===== src/rtl/pulse_stretcher_pkg.sv =====
// Shared types for the pulse stretcher: the output FSM state encoding.
package pulse_stretcher_pkg;
    typedef enum logic [1:0] {IDLE, ON, GAP} ps_state_t;
endpackage


===== src/rtl/pulse_stretcher_sat_counter.sv =====
// Saturating up/down counter holding the pending-event count; o_ovf strobes
// when an increment is refused because the count is already at MAX.
module sat_counter #(
    parameter int MAX = 3,
    parameter int W   = $clog2(MAX + 1)
) (
    input  logic         clk,
    input  logic         reset,
    input  logic         i_inc,
    input  logic         i_dec,
    output logic [W-1:0] o_count,
    output logic         o_ovf
);
    logic [W-1:0] r_count;

    // Simultaneous inc and dec cancel, so a full counter never drops in that case.
    always_ff @(posedge clk or posedge reset) begin
        if (reset) begin
            r_count <= '0;
        end else if (i_inc && !i_dec) begin
            if (r_count != W'(MAX))
                r_count <= r_count + W'(1);
        end else if (i_dec && !i_inc && r_count != '0) begin
            r_count <= r_count - W'(1);
        end
    end

    assign o_count = r_count;
    assign o_ovf   = i_inc && !i_dec && (r_count == W'(MAX));
endmodule


===== src/rtl/pulse_stretcher.sv =====
// Stretches single-cycle events into ON_CYCLES-long output pulses separated by
// GAP_CYCLES low cycles; overflow flag is built only with PULSE_STRETCH_OVF_EN.
module pulse_stretcher
    import pulse_stretcher_pkg::*;
#(
    parameter int ON_CYCLES   = 4,
    parameter int GAP_CYCLES  = 2,
    parameter int MAX_PENDING = 3
) (
    input  logic                               clk,
    input  logic                               reset,
    input  logic                               pulse,
    output logic                               out,
    output logic                               busy,
    output logic [$clog2(MAX_PENDING+1)-1:0]   pending,
    output logic                               ovf
);
    localparam int CMAX = (ON_CYCLES > GAP_CYCLES) ? ON_CYCLES : GAP_CYCLES;
    localparam int CW   = $clog2(CMAX + 1);
    localparam int PW   = $clog2(MAX_PENDING + 1);

    ps_state_t     r_state, w_state_nxt;
    logic [CW-1:0] r_cnt, w_cnt_nxt;
    logic          r_out, r_busy;
    logic          w_enq, w_deq, w_drop;
    logic [PW-1:0] w_pending;

    always_ff @(posedge clk or posedge reset) begin
        if (reset) begin
            r_state <= IDLE;
            r_cnt   <= '0;
            r_out   <= 1'b0;
            r_busy  <= 1'b0;
        end else begin
            r_state <= w_state_nxt;
            r_cnt   <= w_cnt_nxt;
            r_out   <= (w_state_nxt == ON);
            r_busy  <= (w_state_nxt != IDLE);
        end
    end

    // At the end of a gap an event arriving on that same edge starts the next
    // pulse directly, so nothing is ever parked in the queue while IDLE.
    always_comb begin
        w_state_nxt = r_state;
        w_cnt_nxt   = r_cnt;
        w_deq       = 1'b0;
        case (r_state)
            IDLE: begin
                if (pulse) begin
                    w_state_nxt = ON;
                    w_cnt_nxt   = CW'(1);
                end
            end
            ON: begin
                if (r_cnt == CW'(ON_CYCLES)) begin
                    if (GAP_CYCLES == 0) begin
                        w_deq       = (w_pending != '0) || pulse;
                        w_state_nxt = w_deq ? ON : IDLE;
                        w_cnt_nxt   = w_deq ? CW'(1) : '0;
                    end else begin
                        w_state_nxt = GAP;
                        w_cnt_nxt   = CW'(1);
                    end
                end else begin
                    w_cnt_nxt = r_cnt + CW'(1);
                end
            end
            GAP: begin
                if (r_cnt == CW'(GAP_CYCLES)) begin
                    w_deq       = (w_pending != '0) || pulse;
                    w_state_nxt = w_deq ? ON : IDLE;
                    w_cnt_nxt   = w_deq ? CW'(1) : '0;
                end else begin
                    w_cnt_nxt = r_cnt + CW'(1);
                end
            end
            default: begin
                w_state_nxt = IDLE;
                w_cnt_nxt   = '0;
            end
        endcase
    end

    assign w_enq = pulse && (r_state != IDLE);

    sat_counter #(.MAX(MAX_PENDING), .W(PW)) u_pending (
        .clk     (clk),
        .reset   (reset),
        .i_inc   (w_enq),
        .i_dec   (w_deq),
        .o_count (w_pending),
        .o_ovf   (w_drop)
    );

`ifdef PULSE_STRETCH_OVF_EN
    logic r_ovf;
    always_ff @(posedge clk or posedge reset) begin
        if (reset)
            r_ovf <= 1'b0;
        else if (w_drop)
            r_ovf <= 1'b1;
    end
    assign ovf = r_ovf;
`else
    logic w_unused_drop;
    assign w_unused_drop = w_drop;
    assign ovf = 1'b0;
`endif

    assign out     = r_out;
    assign busy    = r_busy;
    assign pending = w_pending;
endmodule


===== config.mk =====
export PLATFORM = sky130hd
export DESIGN_NAME = pulse_stretcher
export DESIGN_NICKNAME = d
export VERILOG_FILES = /design/src/rtl/pulse_stretcher_pkg.sv /design/src/rtl/pulse_stretcher_sat_counter.sv /design/src/rtl/pulse_stretcher.sv
export SDC_FILE = /design/constraint.sdc
export NUM_CORES = 1
export LEC_CHECK = 0
export ABC_AREA = 1
export ABC_CLOCK_PERIOD_IN_PS = 1500
export BUFFER_PORTS_ARGS = -buffer_cell sky130_fd_sc_hd__buf_2
export CAP_MARGIN = 30
export CORE_UTILIZATION = 35
export DETAILED_ROUTE_END_ITERATION = 16
export REMOVE_ABC_BUFFERS = 1
export SYNTH_ARGS = -nofsm -noshare
export SYNTH_HDL_FRONTEND = slang
export SYNTH_SLANG_ARGS = --single-unit

===== constraint.sdc =====
create_clock -name clk -period 1.5 [get_ports clk]
set_clock_uncertainty 0.15 [all_clocks]
set_input_delay 0.15 -clock clk [delete_from_list [all_inputs] [get_ports clk]]
set_output_delay 0.15 -clock clk [all_outputs]
set_load 0.005 [all_outputs]

## Word-level counts from Yosys, hierarchy flattened

Cells that the tools add are included.

- Register bits: 9
- Latch bits: 0
- Bits in writable memories: 0
- Bits in read-only memories: 0
- Bits of input ports: 3
- Output and inout bits: 5
- Word-level logic and storage cells: 44
- Memories kept: 0

- Add/subtract/negate cells: 3
- $mul: 0
- Div/mod/pow operators: 0
- $lt $le $gt $ge: 0
- Equality and inequality tests: 8
- Shift-type cells: 0
- Muxes and demuxes: 15
- Bitwise operators: 0
- Reduce and logical (&&, ||, !) cells: 13

Operators with widths:

| operator | number |
|---|---|
| $mux W2 | 6 |
| $mux W3 | 3 |
| $pmux W3 S3 | 1 |
| $reduce_bool A2 Y1 | 4 |
| $pmux W2 S3 | 1 |
| $eq A2 B1 Y1 const B | 2 |
| $logic_and A1 B1 Y1 | 4 |
| $mux W1 | 4 |
| $ne A2 B2 Y1 const B | 2 |
| $add A3 B1 Y3 const B | 1 |
| $eq A3 B2 Y1 const B | 1 |
| $eq A3 B3 Y1 const B | 1 |
| $add A2 B1 Y2 const B | 1 |
| $eq A2 B2 Y1 const B | 1 |
| $logic_not A1 Y1 | 2 |
| $logic_not A2 Y1 | 1 |
| $ne A2 B1 Y1 const B | 1 |
| $reduce_and A2 Y1 | 1 |
| $sub A2 B1 Y2 const B | 1 |
| $logic_or A1 B1 Y1 | 1 |

## Longest topological paths before layout

- Word-level depth: 8
- Mapped depth: 10
- Gate-level depth less buffers: 10

## By module

A second synthesis with hierarchy kept.

- Cell total of the unflattened synthesis: 85
- Area total of the unflattened synthesis: 575.6 sq um

By module, submodules not included:

| module | times used | cells an instance | area an instance (sq um) | sequential area each (sq um) |
|---|---|---|---|---|
| pulse_stretcher | 1 | 66 | 454.2 | 175.2 |
| sat_counter | 1 | 19 | 121.4 | 50.0 |

## Least setup slack after synthesis

OpenSTA, ideal clock, no wires.

- Path kind: register to register
- Start: register r_cnt[0]
- End: register u_pending.r_count[0] (netlist: u_pending.o_count[0])
- Setup time: 117 ps
- Data arrival time: 1095 ps
- Required time: 1233 ps
- Setup slack: 138 ps
- Cell stages (with the launch flop): 10
- Path buffers: 0
- Clock period less this slack: 1362 ps
- Path through: dfrtp_1 -> inv_1 -> ha_1 -> nand2_2 -> nor2_4 -> nand2_2 -> nand2_2 -> nand2_1 -> nand2_1 -> nand2_1

- Word-level cells in the longest chain between the ends: 7
- Elaborated cells on any way between the ends: 11
- Those cells by class: eq/ne (2); mux (3); reduce/logical (6)

Ends and longest elaborated chain:

| what | line | source |
|---|---|---|
| from (decl) | pulse_stretcher.sv:23 | `logic [CW-1:0] r_cnt, w_cnt_nxt;` |
| from (signal assigned) | pulse_stretcher.sv:36 | `r_cnt <= w_cnt_nxt;` |
| $eq A3 B2 Y1 (*) | pulse_stretcher.sv:70 | `if (r_cnt == CW'(GAP_CYCLES)) begin` |
| $mux W1 (*) | pulse_stretcher.sv:70 |  |
| $mux W1 (*) | pulse_stretcher.sv:48 | `case (r_state)` |
| $logic_not A1 Y1 or $logic_and A1 B1 Y1 (tied branches) | pulse_stretcher_sat_counter.sv:20, pulse_stretcher_sat_counter.sv:23 |  |
| $logic_and A1 B1 Y1 (on tied branches) | pulse_stretcher_sat_counter.sv:20, pulse_stretcher_sat_counter.sv:23 |  |
| $ne A2 B1 Y1 (no line) or $reduce_bool A2 Y1 (tied branches) | n/a |  |
| $reduce_and A2 Y1 (no line) | n/a |  |
| to (signal assigned) | pulse_stretcher_sat_counter.sv:22 | `r_count <= r_count + W'(1);` |
| to (signal assigned) | pulse_stretcher_sat_counter.sv:24 | `r_count <= r_count - W'(1);` |
| to (decl) | pulse_stretcher_sat_counter.sv:14 | `logic [W-1:0] r_count;` |

Every way passes the cells marked *; elsewhere a longest branch is shown, timed or not.
A chain may end at the register's enable or synchronous reset.

## Worst setup path in the final report

- Start: register r_cnt[1]
- End: register r_cnt[0]

- Word-level cells in the longest chain between the ends: 3
- Elaborated cells on any way between the ends: 5
- Those cells by class: eq/ne (2); mux (3)

Ends and longest elaborated chain:

| what | line |
|---|---|
| $eq A3 B2 Y1 or $eq A3 B3 Y1 (tied branches) | pulse_stretcher.sv:70, pulse_stretcher.sv:56 |
| $mux W3 (on tied branches) | pulse_stretcher.sv:70, pulse_stretcher.sv:56 |
| $pmux W3 S3 (*) | pulse_stretcher.sv:48 |

Marks and branches as above.

==> qor.yml <==
outcome: "finished, final reports clean"
p_per_area_nw_per_um2: 1850
drt_first_pass_iters: 4
fin_crit_ps: 1430
cap_viol_max_count: 0
num-fill-cells: 152
clk_pin_slew_ps: 60
timing.rr.start: "r_cnt[1]"
avgRoutedWirePerCell_um: 10.1
clock_path_buffers: 2
crit_family: "flip-flops"
hold_end: "u_pending.o_count[1]"
cp.required_ps: 1500
synth_top_area_share_pct: 39.9
num_antenna_cells: 0
cp_max_fo: 3
drt-total-wl_um: 1040
seqCellArea_um2: 225
start_util_pct: 37.5
vias: 473
slowest_delay_ps: 440
crit_top_cell: "nand2_1"
netlist_instances: 75
mostFrequentLayoutCells: "21 x nand2_1, 10 x inv_1, 9 x dfrtp_1"
finalMaxSlewViolations: 0
io_buffer_count: 6
ys_seq_elements: 9
critical_path.startpoint: "r_cnt[1]"
die-area_um2: 1780
synth_top_area_cell: "dfrtp_1"
hold_start: "pulse"
multiInputGateArea_um2: 313
drive_gt1_share_pct: 31.0
final_cells: 103
synth-compound-area-share_pct: 4.21
arrival_ps: 1430
postRouteAntennaNets: 0
synth_warnings: 0
tritoncts: "yes"
crit_path_end_kind: "flip-flop"
core_area_um2: 1510
crit_buf_inv: 2
hold_path_depth: 3
synthSimpleGateAreaFrac_pct: 36.4
p_total_w: 0.00127
rows: 14
hold_ws_ps: 47.2
critical_path_class: "flip-flop to flip-flop"
ys_types: 17
final_common_cell: "nand2_1"
ys_seq_area_share_pct: 39.9
antenna_found_initial: 0
synthAdderAreaFrac_pct: 8.87
grt-ovfl-total: 0
fmax_mhz: 698
hp-class: "input pin to flip-flop"
path_cells: "inv_2 -> ha_1 -> nand2_1 -> inv_1 -> nand2_2 -> nand2_1 -> nand2_1 -> nand2_1 -> nand2_1 -> nand2_1"
fp.dieH_um: 42.2
route.detailed.drc: 0
worst_setup_path_start_kind: "flip-flop"
synth_area_leaders: "dfrtp_1 40%, nand2_1 15%, ha_1 8.9%"
vdd_drop_max_mv: 0.645
reg2regPathDepth: 10
cts_root_buffer: "clkbuf_4"
grt_use_total_pct: 14.2
place_inst: 97
cellLeakagePower_nw: 0.380
hpwl_um: 783
period_share_pct: 95.5
syn2layout_area_growth_pct: 22.0
nets: 95
cts_buffers: 3
grt_pass1_wl_um: 1860
gp_congestion: 0.740
cts_max_level: 1
synth_top_family_by_area: "simple AND/OR/NAND/NOR gates"
grt_pass1_vias: 448
reg2reg_to: "r_cnt[0]"
first_iter_violations: 10
syn_area_um2: 564
clock-sinks: 9
timing.final.hold_violations: 0
slowest_stage: "dfrtp_1"
die_x_um: 42.2
grt_max_degree: 10
pin_count: 8
rrSetupSlack_ps: 70
synth-xor-area-share_pct: 0
finalSetupViolations: 0
synth.area.mux_share_pct: 0
clkLatencyLatePin_ps: 260
viasPerCell: 4.59
syn_avg_cell_area_um2: 7.52
==> metrics by stage <==
stage               setup TNS, ps  setup slack, ps  instance area, µm²  util [%]
CTS                             0             49.6                 651      43.2
detailed placement              0             61.8                 614      40.8
finish                          0             67.0                 688      45.7
global route                -5.22            -5.22                 688      45.7
global placement                0             70.3                 614      40.8
floorplan                       0              138                 557         -
==> tightest hold or removal path, stage by stage <==
cell     delay [ps]
buf_2           100
nand4_1          90
nand3_1          70
==> flip-flops by register name, summed over array words and instances, names as in the netlist <==
register and cells:
u_pending.o_count 2, r_state 2, out 1, r_cnt 3, busy 1
==> layout make-up <==
| type | count | share of cell area [%] |
|---|---|---|
| Inverter | 13 | 7.09 |
| Timing Repair Buffer | 9 | 8.00 |
| Tap cell | 16 | 2.91 |
| Multi-Input combinational cell | 52 | 45.5 |
| Sequential cell | 9 | 32.7 |
| Clock buffer | 4 | 3.82 |
==> timing repair <==
item                       CTS  global route
hold buffers                 1             0
buffers inserted             0             1
resized for setup            0             8
hold endpoints to repair     9             0
setup endpoints to repair    0             4
==> report_power, final <==
part / internal (W) / total [W] / switching (W) / leakage (nW)
sequential: 0.000344 / 0.000428 / 0.0000847 / 0.104
combinational: 0.000270 / 0.000660 / 0.000390 / 0.261
clock: 0.000102 / 0.000182 / 0.0000796 / 0.0150
==> cells in the mapped netlist <==
library cell  number
nand2_2            6
nor2_2             2
inv_2              1
inv_1             12
a21oi_1            2
nor2_4             1
nand2_1           22
o221ai_1           1
ha_1               4
nor3_2             1
nand4_1            2
conb_1             1
dfrtp_1            9
o21ai_0            1
nor2_1             5
buf_4              1
nand3_1            4
==> logic make-up after synthesis <==
logic type,after synthesis
buffers and inverters,14
other,1
adders and majority gates,4
DFF,9
and+or+nand+nor,43
AOI/OAI and AO/OA,4
==> routing by layer <==
metal,global-route usage (%),part of all wire [%],vias to the layer above
li1,-,-,249
met1,15.5,44,215
met2,23.8,49,7
met3,6.47,5.1,2
met4,5.63,0.96,0
met5,0,0,-
==> how the worst max path moves through the flow <==
stage	to	cells after the start	slack, ps
after floorplan	u_pending.o_count[0]	9	140
after global placement	r_cnt[0]	9	70
after detailed placement	r_cnt[0]	9	60
after CTS	u_pending.o_count[0]	9	50
after global routing	r_cnt[0]	10	-5
final	r_cnt[0]	10	70
(Power assumes the default switching activity.)
